[config.mk]
export PLATFORM = sky130hd
export DESIGN_NAME = instr_fetch
export DESIGN_NICKNAME = d
export VERILOG_FILES = /design/src/rtl/fetch_pkg.sv /design/src/rtl/fetch_timeout.sv /design/src/rtl/instr_fetch.sv
export SDC_FILE = /design/constraint.sdc
export NUM_CORES = 1
export LEC_CHECK = 0
export ABC_AREA = 1
export CAP_MARGIN = 25
export CORE_ASPECT_RATIO = 1.1
export CORE_MARGIN = 10
export CORE_UTILIZATION = 46
export DETAILED_ROUTE_END_ITERATION = 10
export PLACE_DENSITY = 0.93
export SLEW_MARGIN = 10
export SYNTH_ARGS = -nofsm -noshare
export SYNTH_HDL_FRONTEND = slang
export SYNTH_SLANG_ARGS = --single-unit
[constraint.sdc]
create_clock -name clk -period 4.3 [get_ports clk]
set_input_delay 0.43 -clock clk [delete_from_list [all_inputs] [get_ports clk]]
set_output_delay 0.43 -clock clk [all_outputs]
set_load 0.02 [all_outputs]
[src/rtl/fetch_pkg.sv]
// Shared fetch-core definitions: FSM state encodings, fault codes and the
// default WAIT timeout used by the instruction fetch unit.
package fetch_pkg;

  typedef enum logic [1:0] {
    ST_REQ   = 2'd0,
    ST_WAIT  = 2'd1,
    ST_HOLD  = 2'd2,
    ST_FAULT = 2'd3
  } fetch_state_e;

  typedef enum logic [1:0] {
    FC_NONE     = 2'b00,
    FC_MISALIGN = 2'b01,
    FC_BUS      = 2'b10,
    FC_TIMEOUT  = 2'b11
  } fault_code_e;

  localparam int TIMEOUT_DEFAULT = 16;
  localparam int TCNT_W          = 8;

endpackage

[src/rtl/fetch_timeout.sv]
// WAIT-state cycle counter. Cleared when a request is accepted, advanced on
// every WAIT cycle with no response; expired flags the last allowed cycle.
module fetch_timeout
  import fetch_pkg::*;
#(
  parameter int TIMEOUT = TIMEOUT_DEFAULT
) (
  input  logic clk,
  input  logic rst_n,
  input  logic clear,
  input  logic enable,
  output logic expired
);

  localparam logic [TCNT_W-1:0] LIMIT = TCNT_W'(TIMEOUT - 1);

  logic [TCNT_W-1:0] cnt;

  // Counter: clear has priority over increment.
  always_ff @(posedge clk or negedge rst_n) begin
    if (!rst_n) begin
      cnt <= '0;
    end else if (clear) begin
      cnt <= '0;
    end else if (enable) begin
      cnt <= cnt + 1'b1;
    end
  end

  assign expired = (cnt == LIMIT);

endmodule

[src/rtl/instr_fetch.sv]
// Instruction fetch unit: issues one aligned request per instruction, holds
// the returned word for decode, and parks in a sticky FAULT state on a
// misaligned pc, a bus error or a response timeout.
module instr_fetch
  import fetch_pkg::*;
#(
  parameter int TIMEOUT = TIMEOUT_DEFAULT
) (
  input  logic        clk,
  input  logic        rst_n,
  input  logic [31:0] pc,
  output logic        pc_en,
  output logic        mem_req_valid,
  input  logic        mem_req_ready,
  output logic [31:0] mem_req_addr,
  input  logic        mem_rsp_valid,
  input  logic [31:0] mem_rsp_data,
  input  logic        mem_rsp_err,
  output logic        instr_valid,
  output logic [31:0] instr,
  output logic [31:0] instr_pc,
  input  logic        dec_ready,
  output logic        fault,
  output logic [1:0]  fault_code,
  output logic [31:0] fault_pc
);

  fetch_state_e state;
  fault_code_e  fault_code_q;
  logic         pc_aligned;
  logic         req_fire;
  logic         tmo_clear;
  logic         tmo_enable;
  logic         tmo_expired;

  assign pc_aligned = (pc[1:0] == 2'b00);

  // Request/advance strobes depend on the live pc and dec_ready, so they are
  // combinational; both are gated by rst_n so they drop the instant reset hits.
  assign mem_req_valid = rst_n && (state == ST_REQ) && pc_aligned;
  assign mem_req_addr  = pc;
  assign req_fire      = mem_req_valid && mem_req_ready;
  assign pc_en         = rst_n && (state == ST_HOLD) && dec_ready;

  assign instr_valid = (state == ST_HOLD);
  assign fault       = (state == ST_FAULT);
  assign fault_code  = fault_code_q;

  assign tmo_clear  = (state == ST_REQ) && req_fire;
  assign tmo_enable = (state == ST_WAIT) && !mem_rsp_valid;

  fetch_timeout #(
    .TIMEOUT (TIMEOUT)
  ) u_timeout (
    .clk     (clk),
    .rst_n   (rst_n),
    .clear   (tmo_clear),
    .enable  (tmo_enable),
    .expired (tmo_expired)
  );

  // Fetch FSM with the instruction and fault capture registers.
  always_ff @(posedge clk or negedge rst_n) begin
    if (!rst_n) begin
      state        <= ST_REQ;
      instr        <= '0;
      instr_pc     <= '0;
      fault_code_q <= FC_NONE;
      fault_pc     <= '0;
    end else begin
      case (state)
        ST_REQ: begin
          if (!pc_aligned) begin
            state        <= ST_FAULT;
            fault_code_q <= FC_MISALIGN;
            fault_pc     <= pc;
          end else if (req_fire) begin
            state <= ST_WAIT;
          end
        end
        ST_WAIT: begin
          // A response on the timeout-limit cycle takes precedence.
          if (mem_rsp_valid) begin
            if (mem_rsp_err) begin
              state        <= ST_FAULT;
              fault_code_q <= FC_BUS;
              fault_pc     <= pc;
            end else begin
              state    <= ST_HOLD;
              instr    <= mem_rsp_data;
              instr_pc <= pc;
            end
          end else if (tmo_expired) begin
            state        <= ST_FAULT;
            fault_code_q <= FC_TIMEOUT;
            fault_pc     <= pc;
          end
        end
        ST_HOLD: begin
          if (dec_ready) begin
            state <= ST_REQ;
          end
        end
        ST_FAULT: begin
          state <= ST_FAULT;
        end
        default: begin
          state <= ST_FAULT;
        end
      endcase
    end
  end

endmodule

### Word level (Yosys, flattened, before mapping)

Cells that the tools add are included.

* bits in registers: 108
* bits in latches: 0
* RAM bits: 0
* memory bits (read-only): 0
* bits of input ports: 70
* output and inout bits: 134
* word-level logic and storage cells: 50
* memories: 0

* add/sub/neg operators: 1
* multipliers: 0
* divide/modulo/power cells: 0
* order comparisons: 0
* equality and inequality tests: 9
* shift operators: 0
* muxes and demuxes: 18
* bitwise operators: 1
* reductions and logical operators: 15

Operator list (count)
* $mux 32: 4
* $pmux 32 s2: 1
* $mux 2: 8
* $mux 8: 2
* $ne 3x3->1 const B: 3
* $add 8x1->8 const B: 1
* $eq 8x4->1 const B: 1
* $pmux 2 s4: 1
* $logic_and 1x1->1: 7
* $reduce_and 3->1: 2
* $eq 2x2->1 const B: 2
* $logic_not 2->1: 2
* $pmux 2 s2: 1
* $reduce_and 4->1: 1
* $reduce_bool 2->1: 2
* $eq 2x1->1 const B: 1
* $ne 2x1->1 const B: 1
* $ne 2x2->1 const B: 1
* $logic_not 1->1: 1
* $mux 1: 1
* $not 1->1: 1

### Logic depth before layout (Yosys ltp)

Gate-level depths: netlist of run 1.

* depth after elaboration: 7
* mapped depth: 7
* depth with buffers taken out: 7

### Modules after synthesis

A second synthesis of run 1 with hierarchy kept.

* cell total of the unflattened synthesis: 548
* area total of the unflattened synthesis: 4653.2 µm²

By module, submodules not included
* instr_fetch: instances 1, cells each 487, area each 4196.5 µm², sequential area each 2502.4 µm²
* fetch_timeout: instances 1, cells each 61, area each 456.7 µm², sequential area each 200.2 µm²

### Worst setup path after synthesis of run 1

Ideal clock, no wire load.

* kind: register to output
* from: register state[0]
* to: output port pc_en
* arrival: 1118 ps
* required time: 3870 ps
* setup slack: 2752 ps
* stages on the path, launching flop included: 4
* buffers on the path: 0
* cells stage by stage: dfrtp_1 > inv_1 > nand2_1 > nor3_1

* longest elaborated chain between the ends: 3

Ends and longest elaborated chain
* from (decl): line instr_fetch.sv:28 `fetch_state_e state;`
* from (signal assigned): line instr_fetch.sv:65 `state <= ST_REQ;`
* from (signal assigned): line instr_fetch.sv:74 `state <= ST_FAULT;`
* from (signal assigned): line instr_fetch.sv:78 `state <= ST_WAIT;`
* $eq 2x2->1: line instr_fetch.sv:43 `assign pc_en = rst_n && (state == ST_HOLD) && dec_ready;`
* $logic_and 1x1->1 (2 in series): line instr_fetch.sv:43
* to (decl): line instr_fetch.sv:12 `output logic pc_en,`

Every way passes these cells.

### Worst setup path after layout of run 1

* from: register u_timeout.cnt[0]
* to: register fault_pc[5]

* longest elaborated chain between the ends: 3

Ends and longest elaborated chain
* from (decl): line fetch_timeout.sv:17 `logic [TCNT_W-1:0] cnt;`
* from (signal assigned): line fetch_timeout.sv:26 `cnt <= cnt + 1'b1;`
* $eq 8x4->1: line fetch_timeout.sv:30 `assign expired = (cnt == LIMIT);`
* $ne 3x3->1 (no line)
* $reduce_and 4->1 (no line)
* to (signal assigned): line instr_fetch.sv:76 `fault_pc <= pc;`
* to (signal assigned): line instr_fetch.sv:87 `fault_pc <= pc;`
* to (signal assigned): line instr_fetch.sv:96 `fault_pc <= pc;`
* to (decl): line instr_fetch.sv:25 `output logic [31:0] fault_pc`

Every way passes these cells.
A chain may end at the register's enable or synchronous reset.

==> metrics.txt, run 1 <==
FF+latch count, synth=108; CTS root buffer=clkbuf_8; CTS Sinks=108; Routed Antenna Nets=0; Pint=3.05 mW; FP Rows=38; worst slack, placed=1560 ps; RSZ-0062 raised after global routing=false; Net Sw Power=approximately 1.9 mW; Post-Syn Instances=405; Sw Share=38.4%; yosys synthesis warning count=0; Design Area, Final=0.00673 sq mm; status=complete, no violations; Crit Path Class=register to register; Clock Latency Late Sink=370 ps; HP Class=input port to async pin; Post-Route Setup TNS=0 ps; vias in the first global route=3667; Final setup viols=0; placed instance area=0.00650 sq mm; vias per cell=5.11; top cells by area, synth=dfrtp_1, mux2_2, nand2_1; actual slew at the worst max-slew pin=947 ps; max-slew violation count=0; Seq pwr share=35.3%; Die Y-Extent=126 um; combinational fraction of design power=about half; die area=0.0146 sq mm; CTS H-Tree Depth=3; clock skew=8.14 ps; Max clock buf depth=2; FF+latch area=0.00270 sq mm; CTS tree=built; first-pass GRT wire length=between 20 and 25 mm; via count=3550; final wirelength=12.9 mm; crit start category=register; initial antenna violation count=0; final hold slack=80.7 ps; final hold viol count=0; PortBufs=203; Final period util=61.5%; PnR worst setup slack=1660 ps; Max Fclk=378 MHz; Worst-path clk slew=100 ps; total track usage=between 15 and 20%; sequential area share after synthesis=57.6%; Power Density=735 mW/mm^2; drt wl/cell=18.5 um; headroom to the max-slew limit=36.7%; Fillers=732; Starting DRT DRC Count=about 240; # IOs=204; dpl hpwl=9.77 mm; layout cells sized above 1=15.7%; Inst Count DP=679; Leak=3.06 nW; Post-CTS Setup Inserts=0; top cell type's share of synthesized area=57.6%; most numerous cell in the Yosys netlist=dfrtp_1; Synth top cells by count=dfrtp_1, nand2_1, mux2_2; area grow syn2layout=43.4%; DRT Pass-1 Iters=4; Req. time, crit path=4560 ps; Die Span X=116 um; GPL Wtd Cong=0.757; area of the multi-input gates=0.00155 sq mm; Post-synth EDFFs=0; Most used DFF post-synth=dfrtp_1; DRC Markers=0; Cell Area, Synth=0.00469 sq mm; core area=0.00994 sq mm; Post-CTS Hold Fix Bufs=0; R2R depth=6; Period minus WS final=between 2000 and 3000 ps; largest net degree at the start of global routing=67; nets=641; Resize count post-CTS=0; Post-synth ARST share=100%; distinct cell type count after synthesis=27; Peak VDD IR=roughly 380 uV; CP arrival=2900 ps; GRT overflow=0; Initial Util=47.2%; reg2reg setup slack=1660 ps; Synth Net Count=476; final non-filler cell total=~700; CP max FO=36; Max Cap Viol=0; Antenna diodes=0; CP Capture Type=register; CTS Buf Count=9; Clk pwr share=between 10% and 20%; post-synthesis area per instance=11.6 sq um; post-synth top area cell=dfrtp_1
## state kept, by name, indices dropped and copies added, names as in the netlist
name and cells:
instr 32, fault_code 2, instr_pc 32, state 2
fault_pc 32, u_timeout.cnt 8
## power by group through the flow
stage	registers (mW)	logic, mW	clock network (mW)
final	1.75	2.51	0.686
after global routing	1.81	2.69	0.741
after CTS	1.75	2.55	0.699
after detailed placement	1.77	2.54	0
after global placement	1.74	2.47	0
after floorplan	2.29	0.784	0
## worst max-delay path, stage by stage (launching register included)
cell and delay [ps]:
dfrtp_1 440, ha_1 220, nand3_1 200, o21ai_4 810, nand3_4 560, nand2_1 200, nand2_1 80
## final timing paths
check	from	to
worst min-delay path	rst_n	instr_pc[25]
max in group asynchronous	rst_n	instr[12]
min in group clk	fault_pc[10]	fault_pc[10]
worst min register to register	fault_pc[10]	fault_pc[10]
worst max register to register	u_timeout.cnt[0]	fault_pc[5]
worst max-delay path	u_timeout.cnt[0]	fault_pc[5]
## layout by cell type (no fill, tap or decap), drive strengths merged
cell,netlist,layout
xor2,1,1
nor3b,1,1
o211a,1,1
o21ai,2,2
nor2,14,14
buf,49,4
ha,1,1
dfrtp,108,108
nand3,8,8
a21oi,4,4
clkinv,0,2
nand2,93,93
a31oi,1,1
clkbuf,3,10
a21o,1,1
bufinv,0,2
clkinvlp,0,1
clkdlybuf4s50,0,202
nor3,4,4
mux2,64,64
nand4,36,36
inv,14,15
## kinds of logic after synthesis
family          count (synthesis)  share of synthesized area (%)
mux                            64                           15.4
compound gates                  9                           1.47
simple gates                  156                           15.5
buf+inv                        66                           9.58
flops                         108                           57.6
xor+xnor                        1                          0.187
fa+ha+maj                       1                          0.267
## layout make-up
cell class              count  area share (%)
well taps                 120            2.23
multi-input cells         231            23.0
repair buffers            206            30.5
clock inverters             6            1.28
flip-flops and latches    108            40.2
inverters                  14           0.781
clock buffers              10            2.05
## stage by stage
| stage | util (%) | power (mW) |
|---|---|---|
| 2_1_floorplan | - | 3.07 |
| 3_3_place_gp | 65.4 | 4.21 |
| 3_5_place_dp | 65.4 | 4.31 |
| 4_1_cts | 67.7 | 5.00 |
| 5_1_grt | 67.7 | 5.24 |
| 6_report | 67.7 | 4.95 |
## routing by layer
metal  track usage [%]  vias to the layer above  part of all wire, %
met5                 0                        -                    0
met2              28.8                      153                   50
met3              7.69                       16                   11
li1                  -                     1656                    -
met1              19.2                     1725                   37
met4              5.08                        0                  1.6
(Power assumes the default switching activity.)
==> run 2: changes to the inputs <==
--- a/config.mk
+++ b/config.mk
@@ -9,9 +9,9 @@
 export CAP_MARGIN = 25
 export CORE_ASPECT_RATIO = 1.1
 export CORE_MARGIN = 10
-export CORE_UTILIZATION = 46
+export CORE_UTILIZATION = 42
 export DETAILED_ROUTE_END_ITERATION = 10
-export PLACE_DENSITY = 0.93
+export PLACE_DENSITY = 0.87
 export SLEW_MARGIN = 10
 export SYNTH_ARGS = -nofsm -noshare
 export SYNTH_HDL_FRONTEND = slang
==> constraint.sdc (replaced) <==
create_clock -name clk -period 2.6 [get_ports clk]
set_input_delay 0.26 -clock clk [delete_from_list [all_inputs] [get_ports clk]]
set_output_delay 0.26 -clock clk [all_outputs]
set_load 0.02 [all_outputs]
==> run 2 against run 1 <==
Clock power up 100%. Die area up 7.9%. Utilization down 4.6 points. Count of clock-buffer cells in the layout down 1. Wire length up 7.1%. Total power up 72%. Sequential power up 66%. Flip-flop and latch count unchanged.
==> metrics.txt, run 2 (synthesis gave the netlist of run 1 again) <==
# IOs=204 (unchanged); Die Y-Extent=131 um (+3.9%); crit-path cells=dlygate4sd3_1 > buf_4 > inv_1 > nor3_1 > clkdlybuf4s50_1; DRC Markers=0 (unchanged); Largest regs=fault_pc: 32 flops, instr: 32 flops, instr_pc: 32 flops; CTS H-Tree Depth=3 (unchanged); FP Rows=40 (+5.3%); met3 GRT Util=6.61% (-1.1 points); Max clock buf depth=2 (unchanged); final wirelength=13.8 mm (+7.1%); CTS tree=built; GPL Wtd Cong=0.799 (+5.6%); Final setup viols=0 (unchanged); Starting DRT DRC Count=325 (+37%); Clock Latency Late Sink=340 ps (-30 ps); actual slew at the worst max-slew pin=659 ps (-288 ps); PortBufs=203 (unchanged); Power Density=1230 mW/mm^2 (+68%); CTS root buffer=clkbuf_16; status=complete, no violations; DRT Pass-1 Iters=4 (unchanged); Most Used Layer, Global Route=met2; CTS Buf Count=9 (unchanged); max-slew violation count=0 (unchanged); Crit Path Class=input port to primary output; GR Util met1=17.1% (-2.1 points); PnR worst setup slack=361 ps (-1300 ps); Worst-path clk slew=80 ps (-20 ps); die area=0.0158 sq mm (+7.9%); CP max FO=19 (-47%); Leak=3.12 nW (+1.9%); dpl hpwl=10.7 mm (+9.3%); Period minus WS final=2240 ps; Peak VDD IR=536 uV (+40%); Req. time, crit path=2340 ps (-2220 ps); drt wl/cell=19.0 um (+2.4%); Post-Route Utilization=63.1% (-4.6 points); crit start category=input port; HP Class=input port to async pin; Die Span X=121 um (+3.9%); CP Buf/Inv Count=4 (+4); most frequent cells in the layout=clkdlybuf4s50_1, dfrtp_1, nand2_1; initial antenna violation count=0 (unchanged); first-pass GRT wire length=21.8 mm (+9.0%); via count=3653 (+2.9%); clock skew=7.99 ps (-0.147 ps); kind of cell adding the most delay to the critical path=buffers and inverters; final hold viol count=0 (unchanged); CTS Sinks=108 (unchanged); nets=646 (+0.78%); Initial Util=43.0% (-4.2 points); Routed Antenna Nets=0 (unchanged); M2 GR Usage=33.0% (+4.2 points); Post-Route Setup TNS=0 ps (unchanged); headroom to the max-slew limit=56.1% (+19 points); CP Capture Type=primary output; GRT overflow=0 (unchanged); vias in the first global route=4065 (+11%); core area=0.0109 sq mm (+9.8%); RSZ-0062 raised after global routing=false; layout cells sized above 1=16.2% (+0.55 points); Worst path max stage delay=650 ps (-160 ps); Slowest cell on crit path=clkdlybuf4s50_1; Antenna diodes=0 (unchanged); worst slack, placed=370 ps (-1190 ps); Max Cap Viol=0 (unchanged); Max Fclk=447 MHz; Final period util=86.1%; commonest non-fill, non-tap cell in the layout=clkdlybuf4s50_1; CP arrival=1980 ps (-920 ps); total track usage=17.3% (+0.055 points); largest net degree at the start of global routing=54 (-19%); vias per cell=5.02 (-1.6%); area grow syn2layout=46.8%
==> run 2: cell types whose count changed in the layout (fill, tap and decap cells not counted) <==
cell | previous run | this run
clkinv_2 | 2 | 0
bufinv_16 | 2 | 1
dlygate4sd3_1 | 0 | 1
clkinv_4 | 0 | 3
clkbuf_8 | 10 | 0
clkbuf_16 | 0 | 9
buf_4 | 4 | 8
inv_8 | 0 | 1
==> run 2: cell type report <==
cell class / count / area, sq um
fillers: 880 / 4020
flip-flops and latches: 108 / 2700
repair buffers: 211 / 2090
multi-input cells: 231 / 1550
clock buffers: 9 / 225
well taps: 147 / 184
clock inverters: 7 / 83.8
inverters: 14 / 52.6
==> run 2: metal layers <==
layer	wire length, um	part of all wire (%)
met1	4790	35
met2	7600	55
met3	1330	9.6
met4	68	0.49
met5	0	0
==> run 2: repair_timing <==
action	4_1_cts	5_1_grt
setup buffers	0	0
hold buffers	1	0
resized for setup	0	0
endpoints found under the hold margin	16	0
==> run 2: power by group <==
group / switching [mW] / internal [mW] / leakage (nW)
registers: 0.443 / 2.46 / 1.33
logic: 2.17 / 2.04 / 1.64
clock network: 0.627 / 0.763 / 0.148
==> run 2: worst paths after layout <==
kind,start,to,slack [ps],depth (start not counted)
setup / recovery,rst_n,pc_en,360,5
hold reg to reg,fault_pc[11],fault_pc[11],470,2
hold / removal,rst_n,instr_pc[7],330,2
max in group asynchronous,rst_n,instr_pc[18],780,4
min in group clk,fault_pc[11],fault_pc[11],470,2
setup reg to reg,u_timeout.cnt[0],fault_pc[10],370,6
==> run 2: metrics by stage <==
stage          instances  area, sq um  power (mW)  hold WS, ps
2_1_floorplan        405         4690        5.08        -35.6
6_report             727         6890        8.50          328
5_1_grt              727         6890        9.00          334
3_3_place_gp         710         6570        7.02          139
4_1_cts              727         6890        8.64          316
3_5_place_dp         710         6570        7.21          140
